===== src/rtl/video_timing_gen_if.sv =====
// Screen-side bundle: framebuffer read port, palette write port, genlock request and pin-aligned video outputs.
// master = timing generator, slave = framebuffer/palette host and display pins.
interface video_timing_gen_if #(
    parameter int ADDR_W = 19,
    parameter int R_W    = 5,
    parameter int G_W    = 5,
    parameter int B_W    = 5
);
    logic                     fb_rd_en;
    logic [ADDR_W-1:0]        fb_addr;
    logic [3:0]               fb_data;
    logic                     pal_we;
    logic [3:0]               pal_idx;
    logic [R_W+G_W+B_W-1:0]   pal_rgb;
    logic                     frame_sync_in;
    logic                     hsync;
    logic                     vsync;
    logic                     de;
    logic [R_W-1:0]           red;
    logic [G_W-1:0]           green;
    logic [B_W-1:0]           blue;
    logic                     frame_start;

    modport master (
        output fb_rd_en, fb_addr, hsync, vsync, de, red, green, blue, frame_start,
        input  fb_data, pal_we, pal_idx, pal_rgb, frame_sync_in
    );

    modport slave (
        input  fb_rd_en, fb_addr, hsync, vsync, de, red, green, blue, frame_start,
        output fb_data, pal_we, pal_idx, pal_rgb, frame_sync_in
    );
endinterface


===== src/rtl/video_timing_gen.sv =====
// Display timing generator: h/v counters, linear framebuffer addressing, 16-entry palette, pin-aligned sync/de/RGB.
// Address-to-pin latency RD_LAT+1 clocks, free-running (no backpressure); VTG_GENLOCK_EN adds frame_sync_in genlock.
module video_timing_gen #(
    parameter int H_ACTIVE  = 640,
    parameter int H_FP      = 16,
    parameter int H_SYNC    = 96,
    parameter int H_BP      = 48,
    parameter int V_ACTIVE  = 480,
    parameter int V_FP      = 10,
    parameter int V_SYNC    = 2,
    parameter int V_BP      = 33,
    parameter bit HSYNC_POL = 1'b0,
    parameter bit VSYNC_POL = 1'b0,
    parameter int R_W       = 5,
    parameter int G_W       = 5,
    parameter int B_W       = 5,
    parameter int ADDR_W    = 19,
    parameter int RD_LAT    = 1
) (
    input  logic               clock,
    input  logic               reset_n,
    video_timing_gen_if.master bus
);
    localparam int H_TOTAL   = H_ACTIVE + H_FP + H_SYNC + H_BP;
    localparam int V_TOTAL   = V_ACTIVE + V_FP + V_SYNC + V_BP;
    localparam int HW        = $clog2(H_TOTAL);
    localparam int VW        = $clog2(V_TOTAL);
    localparam int RGB_W     = R_W + G_W + B_W;
    localparam int HS_START  = H_ACTIVE + H_FP;
    localparam int HS_END    = HS_START + H_SYNC;
    localparam int VS_START  = V_ACTIVE + V_FP;
    localparam int VS_END    = VS_START + V_SYNC;

    if (longint'(H_ACTIVE) * longint'(V_ACTIVE) > (longint'(1) << ADDR_W)) begin : g_bad_addr_w
        $error("video_timing_gen: H_ACTIVE*V_ACTIVE does not fit in ADDR_W bits");
    end
    if (RD_LAT < 1 || RD_LAT > 4) begin : g_bad_rd_lat
        $error("video_timing_gen: RD_LAT must be 1..4");
    end

    typedef struct packed {
        logic act;
        logic hs;
        logic vs;
        logic org;
    } side_t;

    logic              run;
    logic [HW-1:0]     h_cnt;
    logic [VW-1:0]     v_cnt;
    logic [ADDR_W-1:0] fb_addr_q;
    logic [31:0]       h_ext;
    logic [31:0]       v_ext;
    logic              h_last;
    logic              v_last;
    logic              at_origin;
    logic              active;
    logic              gen_load;
    side_t             cur_side;
    side_t [RD_LAT:0]  dl;
    logic [RGB_W-1:0]  pal [16];
    logic [RGB_W-1:0]  rgb_q;

    assign h_ext     = 32'(h_cnt);
    assign v_ext     = 32'(v_cnt);
    assign h_last    = (h_ext == H_TOTAL - 1);
    assign v_last    = (v_ext == V_TOTAL - 1);
    assign at_origin = (h_cnt == '0) && (v_cnt == '0);
    assign active    = run && (h_ext < H_ACTIVE) && (v_ext < V_ACTIVE);

`ifdef VTG_GENLOCK_EN
    // Sync flops reset high so a request already asserted across reset is not seen as an edge.
    logic [2:0] fs_q;
    always_ff @(posedge clock or negedge reset_n) begin
        if (!reset_n) fs_q <= 3'b111;
        else          fs_q <= {fs_q[1:0], bus.frame_sync_in};
    end
    assign gen_load = run && fs_q[1] && !fs_q[2] && !at_origin;
`else
    logic unused_frame_sync;
    assign unused_frame_sync = bus.frame_sync_in;
    assign gen_load          = 1'b0;
`endif

    always_ff @(posedge clock or negedge reset_n) begin
        if (!reset_n) begin
            run       <= 1'b0;
            h_cnt     <= '0;
            v_cnt     <= '0;
            fb_addr_q <= '0;
        end else if (!run) begin
            run <= 1'b1;
        end else if (gen_load) begin
            h_cnt     <= '0;
            v_cnt     <= '0;
            fb_addr_q <= '0;
        end else begin
            if (h_last) begin
                h_cnt <= '0;
                v_cnt <= v_last ? '0 : v_cnt + VW'(1);
            end else begin
                h_cnt <= h_cnt + HW'(1);
            end
            if (h_last && v_last)  fb_addr_q <= '0;
            else if (active)       fb_addr_q <= fb_addr_q + ADDR_W'(1);
        end
    end

    assign cur_side.act = active;
    assign cur_side.hs  = (h_ext >= HS_START) && (h_ext < HS_END);
    assign cur_side.vs  = (v_ext >= VS_START) && (v_ext < VS_END);
    assign cur_side.org = run && at_origin;

    // Sideband travels alongside the framebuffer read so it lands on the pins with its pixel.
    always_ff @(posedge clock or negedge reset_n) begin
        if (!reset_n) dl <= '0;
        else          dl <= {dl[RD_LAT-1:0], cur_side};
    end

    // Lookups read the pre-write contents, so a same-cycle write shows up on the next use.
    always_ff @(posedge clock or negedge reset_n) begin
        if (!reset_n) begin
            for (int i = 0; i < 16; i++) pal[i] <= '0;
        end else if (bus.pal_we) begin
            pal[bus.pal_idx] <= bus.pal_rgb;
        end
    end

    always_ff @(posedge clock or negedge reset_n) begin
        if (!reset_n) rgb_q <= '0;
        else          rgb_q <= dl[RD_LAT-1].act ? pal[bus.fb_data] : '0;
    end

    assign bus.fb_rd_en    = active;
    assign bus.fb_addr     = fb_addr_q;
    assign bus.de          = dl[RD_LAT].act;
    assign bus.hsync       = dl[RD_LAT].hs ^ ~HSYNC_POL;
    assign bus.vsync       = dl[RD_LAT].vs ^ ~VSYNC_POL;
    assign bus.frame_start = dl[RD_LAT].org;
    assign bus.red         = rgb_q[RGB_W-1 -: R_W];
    assign bus.green       = rgb_q[B_W +: G_W];
    assign bus.blue        = rgb_q[0 +: B_W];
endmodule


===== src/flat_wrapper.sv =====
// flat-port wrapper written by rule: the top's interface ports become plain ports
module video_timing_gen_flat 
#(
    parameter int H_ACTIVE  = 640,
    parameter int H_FP      = 16,
    parameter int H_SYNC    = 96,
    parameter int H_BP      = 48,
    parameter int V_ACTIVE  = 480,
    parameter int V_FP      = 10,
    parameter int V_SYNC    = 2,
    parameter int V_BP      = 33,
    parameter bit HSYNC_POL = 1'b0,
    parameter bit VSYNC_POL = 1'b0,
    parameter int R_W       = 5,
    parameter int G_W       = 5,
    parameter int B_W       = 5,
    parameter int ADDR_W    = 19,
    parameter int RD_LAT    = 1
)
  (clock, reset_n, bus_fb_rd_en, bus_fb_addr, bus_hsync, bus_vsync, bus_de, bus_red, bus_green, bus_blue, bus_frame_start, bus_fb_data, bus_pal_we, bus_pal_idx, bus_pal_rgb, bus_frame_sync_in);
  video_timing_gen_if #(.ADDR_W(ADDR_W), .R_W(R_W), .G_W(G_W), .B_W(B_W)) bus_i ();
  input  logic clock;
  input  logic reset_n;
  output wire logic [$bits(bus_i.fb_rd_en)-1:0] bus_fb_rd_en;
  output wire logic [$bits(bus_i.fb_addr)-1:0] bus_fb_addr;
  output wire logic [$bits(bus_i.hsync)-1:0] bus_hsync;
  output wire logic [$bits(bus_i.vsync)-1:0] bus_vsync;
  output wire logic [$bits(bus_i.de)-1:0] bus_de;
  output wire logic [$bits(bus_i.red)-1:0] bus_red;
  output wire logic [$bits(bus_i.green)-1:0] bus_green;
  output wire logic [$bits(bus_i.blue)-1:0] bus_blue;
  output wire logic [$bits(bus_i.frame_start)-1:0] bus_frame_start;
  input wire logic [$bits(bus_i.fb_data)-1:0] bus_fb_data;
  input wire logic [$bits(bus_i.pal_we)-1:0] bus_pal_we;
  input wire logic [$bits(bus_i.pal_idx)-1:0] bus_pal_idx;
  input wire logic [$bits(bus_i.pal_rgb)-1:0] bus_pal_rgb;
  input wire logic [$bits(bus_i.frame_sync_in)-1:0] bus_frame_sync_in;
  assign bus_fb_rd_en = bus_i.fb_rd_en;
  assign bus_fb_addr = bus_i.fb_addr;
  assign bus_hsync = bus_i.hsync;
  assign bus_vsync = bus_i.vsync;
  assign bus_de = bus_i.de;
  assign bus_red = bus_i.red;
  assign bus_green = bus_i.green;
  assign bus_blue = bus_i.blue;
  assign bus_frame_start = bus_i.frame_start;
  assign bus_i.fb_data = bus_fb_data;
  assign bus_i.pal_we = bus_pal_we;
  assign bus_i.pal_idx = bus_pal_idx;
  assign bus_i.pal_rgb = bus_pal_rgb;
  assign bus_i.frame_sync_in = bus_frame_sync_in;
  video_timing_gen #(.H_ACTIVE(H_ACTIVE), .H_FP(H_FP), .H_SYNC(H_SYNC), .H_BP(H_BP), .V_ACTIVE(V_ACTIVE), .V_FP(V_FP), .V_SYNC(V_SYNC), .V_BP(V_BP), .HSYNC_POL(HSYNC_POL), .VSYNC_POL(VSYNC_POL), .R_W(R_W), .G_W(G_W), .B_W(B_W), .ADDR_W(ADDR_W), .RD_LAT(RD_LAT)) u_core (.clock(clock), .reset_n(reset_n), .bus(bus_i));
endmodule

===== config.mk =====
export PLATFORM = sky130hd
export DESIGN_NAME = video_timing_gen_flat
export DESIGN_NICKNAME = d
export VERILOG_FILES = /design/src/rtl/video_timing_gen_if.sv /design/src/rtl/video_timing_gen.sv /design/src/flat_wrapper.sv
export SDC_FILE = /design/constraint.sdc
export NUM_CORES = 1
export LEC_CHECK = 0
export BUFFER_PORTS_ARGS = -buffer_cell sky130_fd_sc_hd__buf_2
export CAP_MARGIN = 25
export CORE_ASPECT_RATIO = 0.6
export CORE_MARGIN = 2
export CORE_UTILIZATION = 25
export CTS_BUF_LIST = sky130_fd_sc_hd__clkbuf_2 sky130_fd_sc_hd__clkbuf_4 sky130_fd_sc_hd__clkbuf_8
export DETAILED_ROUTE_END_ITERATION = 8
export HOLD_SLACK_MARGIN = 0.08
export MAX_ROUTING_LAYER = met4
export SYNTH_ARGS = -nofsm -noshare
export SYNTH_HDL_FRONTEND = slang
export SYNTH_SLANG_ARGS = --single-unit

===== constraint.sdc =====
create_clock -name clock -period 2.8 [get_ports clock]
set_input_delay 0.28 -clock clock [delete_from_list [all_inputs] [get_ports clock]]
set_output_delay 0.28 -clock clock [all_outputs]
set_load 0.03 [all_outputs]

==> results.yml, run 1 <==
run_status:
  outcome: "completed"
die:
  rows: 66
  ios: 66
  die_w_um: 307
  die_area_um2: 57100
  die_h_um: 186
  start_util_pct: 25.4
  core_area_um2: 54300
power:
  peakVddDrop_uv: 364
  p_leak_nw: 7.05
  power.total_mw: 12.6
  cellPowerDensity_nw_per_um2: 772
layout:
  final_util_pct: 30.1
  fin_nets: 1101
  fillCellCount: 5453
  drive_gt1_share_pct: 45.1
  syn2layout_area_growth_pct: 18.4
  fin_cells: 1823
route:
  vias: 8766
  wl_per_cell_um: 19.8
  antenna_left: 0
  drt_wl_total_um: 36100
  detail_route.drc_violations: 0
  viasPerCell: 4.81
  drt_first_pass_iters: 6
  first_iter_violations: 519
synthesis:
  synthCells: 978
  yosysWarnings: 0
  synth-edff-count: 0
  async_flop_share_pct: 100
  synth_seq_area_share_pct: 55.0
  synth_top_family_by_area: "multiplexers"
  synth_xor_area_share_pct: 0.952
  yosys.area_share.simple_pct: 6.76
  yosys_most_used_dff: "dfrtp_1"
  synth.net_count: 1010
  synthMuxAreaShare_pct: 29.6
  synth_compound_area_share_pct: 4.78
  synth_area_um2: 13800
  synth_fa_ha_area_share_pct: 0.454
  avgSynthCellArea_um2: 14.1
  synth_cell_types: 52
  synth_seq_cells: 303
worst_setup_path:
  rr_startpoint: "u_core.h_cnt[6]"
  critPathKind: "reg -> out"
  r2r_cells: 4
  crit_start: "u_core.v_cnt[5]"
  worst_path_dominant_cell_family: "buffers and inverters"
  cp_cell_sequence: "nand4_1 > nand3_1 > clkinv_1 > buf_2"
  arrival_ns: 2.16
  r2r_slack_ns: 0.46
  r2r_end: "u_core.bus.fb_addr[10]"
  cp.buffers_inverters: 2
  cpPeakStageDelay_ns: 0.45
  path_depth: 4
  critPathCapture: "bus_fb_rd_en"
  end_kind: "primary output"
  cp_slowest_cell: "dfrtp_1"
  start_kind: "flop"
  required_ns: 2.52
  path_max_fanout: 10
global_route:
  grt-ovfl-total: 0
  antenna_found_initial: 3
  grt_max_degree: 75
  grt.total_usage_pct: 13.2
  grt_pass1_vias: 8986
  grt_pass1_wl_um: 55700
sta:
  finalSetupViolations: 0
  slew_headroom_pct: 41.1
  fmax_ghz: 0.410
  tightestPinTransition_ns: 0.884
  finalWorstSetupSlack_ns: 0.362
  setup-tns-final_ns: 0
  skew_ns: 0.0306
  hold_violations: 0
  fin_crit_ns: 2.44
  finalMaxSlewViolations: 0
  rsz0062_at_grt: "false"
  fin_crit_sh_pct: 87.1
clocking:
  clk-insertion-delay-late_ns: 0.61
  cts_setup_buffers: 0
  numCtsBuffers: 51
  htreeDepth: 2
  clock_sinks: 303
  cts_tree: "yes"
  cts_root_buffer: "clkbuf_8"
  holdBufCountCts: 2
  cts_resized: 0
  clock_path_buffers: 3
  cts.clk_slew.worst_paths_ns: 0.06
placement:
  gp_congestion: 0.798
  placedCellCount: 1728
  dp_hpwl_um: 23400
  io_buffers: 64
  post-place-ws_ns: 0.461
job:
  cap_viol_max_count: 0
hold_path:
  min_path_type: "in -> reg"
  min_from: "bus_fb_data[2]"
## sequential cells by signal, summed over array words and instances, names as in the netlist
name and count:
u_core.v_cnt 10, u_core.run 1, u_core.bus.de 1, u_core.bus.fb_addr 19, u_core.dl 6, u_core.rgb_q 15, u_core.bus.frame_start 1, u_core.pal 240
u_core.h_cnt 10
## kinds of logic after synthesis
group	Yosys count
muxes	322
DFF	303
and+or+nand+nor	165
buffers and inverters	84
AOI/OAI and AO/OA	83
xor gates and xnor gates	15
adders and majority gates	5
other	1
## stage by stage
step,cell area [µm²],hold slack [ns]
global route,16300,0.130
CTS,16300,0.0930
finish,16300,0.139
detailed placement,15200,0.323
global placement,15200,0.325
floorplan,13800,-0.0156
## how the worst min path moves through the flow
| stage | end | slack [ns] | cells after the start |
|---|---|---|---|
| finish | u_core.rgb_q[11] | 0.14 | 2 |
| global route | u_core.rgb_q[11] | 0.13 | 2 |
| CTS | u_core.pal[147] | 0.09 | 2 |
| detailed placement | u_core.pal[70] | 0.32 | 1 |
| global placement | u_core.rgb_q[10] | 0.33 | 1 |
| floorplan | u_core.bus.de | -0.02 | 0 |
## power breakdown
group | internal (mW) | switching, mW
Sequential | 5.32 | 0.572
Combinational | 1.26 | 1.10
Clock | 2.50 | 1.85
## final cells by class
| type | count | area, µm² | area share [%] |
|---|---|---|---|
| clock inverters | 8 | 110 | 0.674 |
| diodes | 2 | 5.00 | 0.0306 |
| well taps | 714 | 893 | 5.47 |
| inverters | 17 | 63.8 | 0.391 |
| flip-flops and latches | 303 | 7580 | 46.4 |
| repair buffers | 105 | 758 | 4.64 |
| clock buffers | 83 | 1020 | 6.27 |
| multi-input cells | 591 | 5900 | 36.1 |
## per-layer routing
metal	track usage, %	share of wire, %	up-vias
met3	2.73	5.0	72
met4	4.29	2.6	0
met1	18.9	50	4641
met5	-	0	-
met2	18.3	43	196
li1	-	-	3857
## layout by cell type (no fill, tap or decap), types with 9 or more instances in the layout
cell	instances
nor2_2	9
nand3_1	21
nand4_1	14
xnor2_1	13
mux4_2	44
nand2_1	21
mux2_2	246
buf_4	31
clkbuf_8	64
nor2_1	16
a221o_1	13
clkbuf_4	19
buf_2	62
inv_1	16
a22o_1	11
dfrtp_1	303
nand2b_1	9
and3_1	21
a22oi_1	11
o221ai_1	10
buf_12	9
mux2i_1	32
## synth_stat cells (all sizes together), types with 3 or more instances
library cell | instances | share of area (%)
a211oi | 3 | 0.16
a21boi | 3 | 0.16
a221o | 13 | 0.94
a22o | 11 | 0.70
a22oi | 11 | 0.60
a31oi | 4 | 0.18
a32o | 3 | 0.22
and2 | 4 | 0.18
and3 | 21 | 0.95
and4 | 3 | 0.19
buf | 16 | 0.63
clkbuf | 51 | 1.4
dfrtp | 303 | 55
ha | 5 | 0.45
inv | 16 | 0.44
mux2 | 246 | 20
mux2i | 32 | 2.3
mux4 | 44 | 7.2
nand2 | 21 | 0.57
nand2b | 9 | 0.41
nand3 | 21 | 0.76
nand3b | 5 | 0.27
nand4 | 14 | 0.63
nor2 | 25 | 0.68
nor2b | 7 | 0.32
nor3 | 7 | 0.29
nor4 | 7 | 0.32
o211ai | 8 | 0.44
o21ai | 9 | 0.33
o221ai | 10 | 0.63
o22ai | 3 | 0.14
or3 | 6 | 0.31
or4 | 6 | 0.33
or4b | 3 | 0.22
xnor2 | 13 | 0.83
(Power assumes the default switching activity.)
==> inputs of run 2 (changes only) <==
- MAX_ROUTING_LAYER: met4 -> default
==> results.yml, run 2 (synthesized netlist as in run 1, its figures left out) <==
power:
  comb_power_share_pct: 18.8
  switching_share_pct: 27.9
  pwr-share-clk_pct: 34.5
  pwr-share-seq_pct: 46.8
  peakVddDrop_uv: 365
  internal_power_mw: 9.08
  p_leak_nw: 7.05
  cellPowerDensity_nw_per_um2: 772
  power_switching_mw: 3.52
route:
  antenna_left: 0
  vias: 8812
  first_iter_violations: 496
  drt_wl_total_um: 36100
  drt_first_pass_iters: 5
  viasPerCell: 4.84
  wl_per_cell_um: 19.8
  detail_route.drc_violations: 0
sta:
  rsz0062_at_grt: "false"
  fmax_ghz: 0.411
  slew_headroom_pct: 41.4
  setup-tns-final_ns: 0
  finalSetupViolations: 0
  fin_crit_ns: 2.43
  skew_ns: 0.0316
  tightestPinTransition_ns: 0.879
  hold_violations: 0
  whs_ns: 0.150
  finalMaxSlewViolations: 0
  fin_crit_sh_pct: 86.9
layout:
  drive_gt1_share_pct: 45.1
  largest-register: "u_core.pal"
  syn2layout_area_growth_pct: 18.4
  fin_nets: 1101
  largest_reg_flops: 240
  mostFrequentLayoutCell: "dfrtp_1"
  fillCellCount: 5454
  final_cell_mix: "dfrtp_1, mux2_2, clkbuf_8"
  final_util_pct: 30.1
die:
  rows: 66
  die_area_um2: 57100
  die_w_um: 307
  start_util_pct: 25.4
  ios: 66
  die_h_um: 186
  core_area_um2: 54300
clocking:
  cts_setup_buffers: 0
  cts.clk_slew.worst_paths_ns: 0.06
  htreeDepth: 2
  clock_sinks: 303
  cts_tree: "yes"
  clock_path_buffers: 3
  cts_resized: 0
  holdBufCountCts: 2
  numCtsBuffers: 51
  clk-insertion-delay-late_ns: 0.61
  cts_root_buffer: "clkbuf_8"
global_route:
  grt_pass1_vias: 8995
  grt_pass1_wl_um: 55800
  grt_max_degree: 75
  antenna_found_initial: 3
  grt.total_usage_pct: 12.8
  grt-ovfl-total: 0
worst_setup_path:
  end_kind: "primary output"
  path_max_fanout: 10
  start_kind: "flop"
  required_ns: 2.52
  critPathKind: "reg -> out"
  arrival_ns: 2.15
run_status:
  outcome: "completed"
hold_path:
  min_path_type: "in -> reg"
placement:
  gp_congestion: 0.787
  dp_hpwl_um: 23400
  io_buffers: 64
job:
  cap_viol_max_count: 0
[run 2: area by class of cell]
class	instances	area [µm²]	area share, %
flip-flops and latches	303	7580	46.4
multi-input cells	591	5900	36.1
clock buffers	83	1020	6.27
well taps	714	893	5.47
repair buffers	105	758	4.64
clock inverters	8	110	0.674
inverters	17	63.8	0.391
diodes	1	2.50	0.0153
[run 2: worst max-delay path: stages, from the launching register on]
cell and delay, ns:
dfrtp_1 0.45, nand4_1 0.19, nand3_1 0.27, clkinv_1 0.35, buf_2 0.30
[run 2: path summary, 6_finish.rpt]
check	depth (start not counted)	from	slack (ns)	endpoint
hold reg to reg	0	u_core.dl[2]	0.35	u_core.dl[6]
min in group asynchronous	2	reset_n	0.28	u_core.pal[87]
hold / removal	2	bus_pal_rgb[10]	0.15	u_core.pal[115]
setup / recovery	4	u_core.v_cnt[5]	0.37	bus_fb_rd_en
setup reg to reg	4	u_core.h_cnt[6]	0.46	u_core.bus.fb_addr[10]
max in group asynchronous	3	reset_n	1.70	u_core.pal[202]
[run 2: per-stage QoR]
stage                     std cells  setup slack, ns  power, mW  area [µm²]
final                          1822            0.366       12.6       16300
after global routing           1821            0.189       13.3       16300
after CTS                      1821            0.341       12.8       16300
after detailed placement       1728            0.461       8.34       15200
after global placement         1728            0.525       8.20       15200
after floorplan                 978            0.658       7.57       13800
[run 2: power by group through the flow]
| stage | logic, mW | registers [mW] | clock network [mW] |
|---|---|---|---|
| floorplan | 1.64 | 5.93 | 0 |
| global placement | 2.30 | 5.90 | 0 |
| detailed placement | 2.38 | 5.96 | 0 |
| CTS | 2.39 | 5.88 | 4.50 |
| global route | 2.58 | 6.00 | 4.70 |
| finish | 2.36 | 5.89 | 4.35 |
[run 2: routing by layer]
metal	track usage (%)	part of all wire (%)	vias to the layer above
met4	4.29	2.7	2
met5	0	0.030	-
met3	2.70	4.7	76
met2	18.4	43	208
met1	18.9	50	4674
li1	-	-	3852
==> inputs of run 3 (changes only) <==
- ABC_AREA: default -> 1
- CORE_MARGIN: 2 -> 1.5
==> results.yml, run 3 <==
die:
  die_w_um: 309
  rows: 67
  ios: 66
  start_util_pct: 25.2
  core_area_um2: 55700
  die_h_um: 187
  die_area_um2: 57800
clocking:
  cts.clk_slew.worst_paths_ns: 0.06
  clk-insertion-delay-late_ns: 0.63
  cts_setup_buffers: 0
  clock_sinks: 303
  htreeDepth: 2
  clock_path_buffers: 3
  numCtsBuffers: 49
  cts_root_buffer: "clkbuf_8"
  cts_tree: "yes"
hold_path:
  holdPathStages: 6
  min_from: "bus_pal_idx[1]"
  hold_path_end: "u_core.pal[40]"
  min_path_type: "in -> reg"
sta:
  setup-tns-final_ns: 0
  tightestPinTransition_ns: 0.902
  finalSetupViolations: 0
  rsz0062_at_grt: "false"
  skew_ns: 0.0369
  hold_violations: 0
  slew_headroom_pct: 39.8
  fmax_ghz: 0.409
  fin_crit_ns: 2.45
  whs_ns: 0.137
  finalMaxSlewViolations: 0
  fin_crit_sh_pct: 87.3
  finalWorstSetupSlack_ns: 0.355
worst_setup_path:
  path_depth: 5
  worst_path_dominant_cell_family: "flip-flops"
  critPathKind: "reg -> out"
  cp.buffers_inverters: 2
  path_max_fanout: 14
  arrival_ns: 2.17
  rr_startpoint: "u_core.v_cnt[1]"
  required_ns: 2.52
  end_kind: "primary output"
  cpPeakStageDelay_ns: 0.54
  r2r_cells: 11
  r2r_slack_ns: 0.78
  start_kind: "flop"
  cp_slowest_cell: "dfrtp_1"
  r2r_end: "u_core.bus.fb_addr[18]"
  cp_cell_sequence: "nand2_1 > nor2_1 > nand2_4 > inv_2 > buf_2"
global_route:
  antenna_found_initial: 0
  grt_max_degree: 121
  grt.total_usage_pct: 14.4
  grt-ovfl-total: 0
  grt_pass1_wl_um: 65400
  grt_pass1_vias: 11500
power:
  peakVddDrop_uv: 311
  switching_share_pct: 30.1
  pwr-share-clk_pct: 35.1
  comb_power_share_pct: 15.8
  p_leak_nw: 7.73
  pwr-share-seq_pct: 49.1
  internal_power_mw: 8.06
  cellPowerDensity_nw_per_um2: 700
  power_switching_mw: 3.47
synthesis:
  yosysTopAreaCell: "dfrtp_1"
  synth_area_leaders: "dfrtp_1, nand2_1, o21ai_0"
  synth_seq_area_share_pct: 53.9
  synth_common_cells: "nand2_1, dfrtp_1, o21ai_0, nor2_1, nand3_1"
  synth.net_count: 1776
  synth_area_um2: 14100
  yosys_most_used_dff: "dfrtp_1"
  yosysMostFrequentCell: "nand2_1"
  synth_top_area_share_pct: 53.9
  synth-edff-count: 0
  synth_seq_cells: 303
  synth_cell_types: 34
  avgSynthCellArea_um2: 8.07
  async_flop_share_pct: 100
  synthCells: 1744
  yosysWarnings: 0
layout:
  syn2layout_area_growth_pct: 17.0
  multi_input_area_um2: 5580
  fillCellCount: 5911
  final_util_pct: 29.5
  final_cell_mix: "nand2_1, dfrtp_1, o21ai_0"
  drive_gt1_share_pct: 12.0
  mostFrequentLayoutCell: "nand2_1"
  largest-register: "u_core.pal"
  largest_reg_flops: 240
  insertedDiodeCount: 0
  fin_nets: 1830
  regArea_um2: 7580
job:
  cap_viol_max_count: 0
route:
  viasPerCell: 4.68
  drt_wl_total_um: 41000
  antenna_left: 0
  detail_route.drc_violations: 0
  vias: 12100
  first_iter_violations: 1282
  wl_per_cell_um: 15.8
  drt_first_pass_iters: 6
run_status:
  outcome: "completed"
placement:
  io_buffers: 64
  post-place-ws_ns: 0.705
  dp_hpwl_um: 24700
  gp_congestion: 0.835
-- run 3: changes by cell type after synthesis, moves of 44 or more --
cell and change:
o21ai_1 +50, mux4_2 -44, inv_1 +78, nand3_1 +122
nor2_1 +166, nand2_1 +393, o21ai_0 +294, a21oi_1 +48
mux2_2 -246
-- run 3: how the worst max path moves through the flow --
stage	slack (ns)	endpoint	from
finish	0.35	bus_fb_rd_en	u_core.run
global route	0.11	bus_fb_rd_en	u_core.h_cnt[8]
CTS	0.26	bus_fb_rd_en	u_core.run
detailed placement	0.70	u_core.rgb_q[1]	bus_fb_data[0]
global placement	0.75	u_core.rgb_q[7]	bus_fb_data[0]
floorplan	1.13	u_core.bus.fb_addr[16]	u_core.bus.fb_addr[1]
-- run 3: routing by layer --
metal  up-vias  routed length, µm  GRT usage (%)
li1       5778                  -              -
met1      5888              20400           21.8
met2       382              17000           20.5
met3        70               2680           2.58
met4         0                950           4.45
met5         -                  0              0
-- run 3: layout make-up --
class	count	area share, %
Multi-Input combinational cell	1220	33.9
Inverter	105	2.39
Clock buffer	78	5.88
Sequential cell	303	46.1
Timing Repair Buffer	119	5.66
Clock inverter	7	0.335
Tap cell	759	5.77
-- run 3: cells by family (layout without fill, tap and decap cells) --
family	after synthesis	after routing	synth area share, %
AO/OA/AOI/OAI	408	408	14.6
XOR/XNOR	14	14	0.871
adder cells (fa/ha/maj)	5	5	0.445
buffers and inverters	221	309	6.49
flip-flops	303	303	53.9
other	1	1	0.0267
AND/OR/NAND/NOR	792	792	23.7
-- run 3: repair_timing --
action	4_1_cts	5_1_grt
gates resized for setup	0	0
hold endpoints to repair	115	0
hold buffers	19	0
-- run 3: power by group through the flow --
stage               registers [mW]  clock network, mW  logic, mW
detailed placement            5.72                  0       1.80
floorplan                     5.70                  0       1.21
global placement              5.68                  0       1.74
global route                  5.76               4.41       2.12
CTS                           5.65               4.20       1.83
finish                        5.66               4.05       1.82
-- run 3: metrics by stage --
| step | cell area [µm²] | std cells | power (mW) |
|---|---|---|---|
| finish | 16500 | 2591 | 11.5 |
| floorplan | 14100 | 1744 | 6.91 |
| detailed placement | 15200 | 2487 | 7.52 |
| global route | 16500 | 2591 | 12.3 |
| global placement | 15200 | 2487 | 7.42 |
| CTS | 16500 | 2591 | 11.7 |
-- run 3: tightest hold or removal path: stages --
cell and delay [ns]:
buf_2 0.10, nor2_1 0.05, nand2_1 0.11, nor2_2 0.08
nand2_1 0.05, o21ai_0 0.06
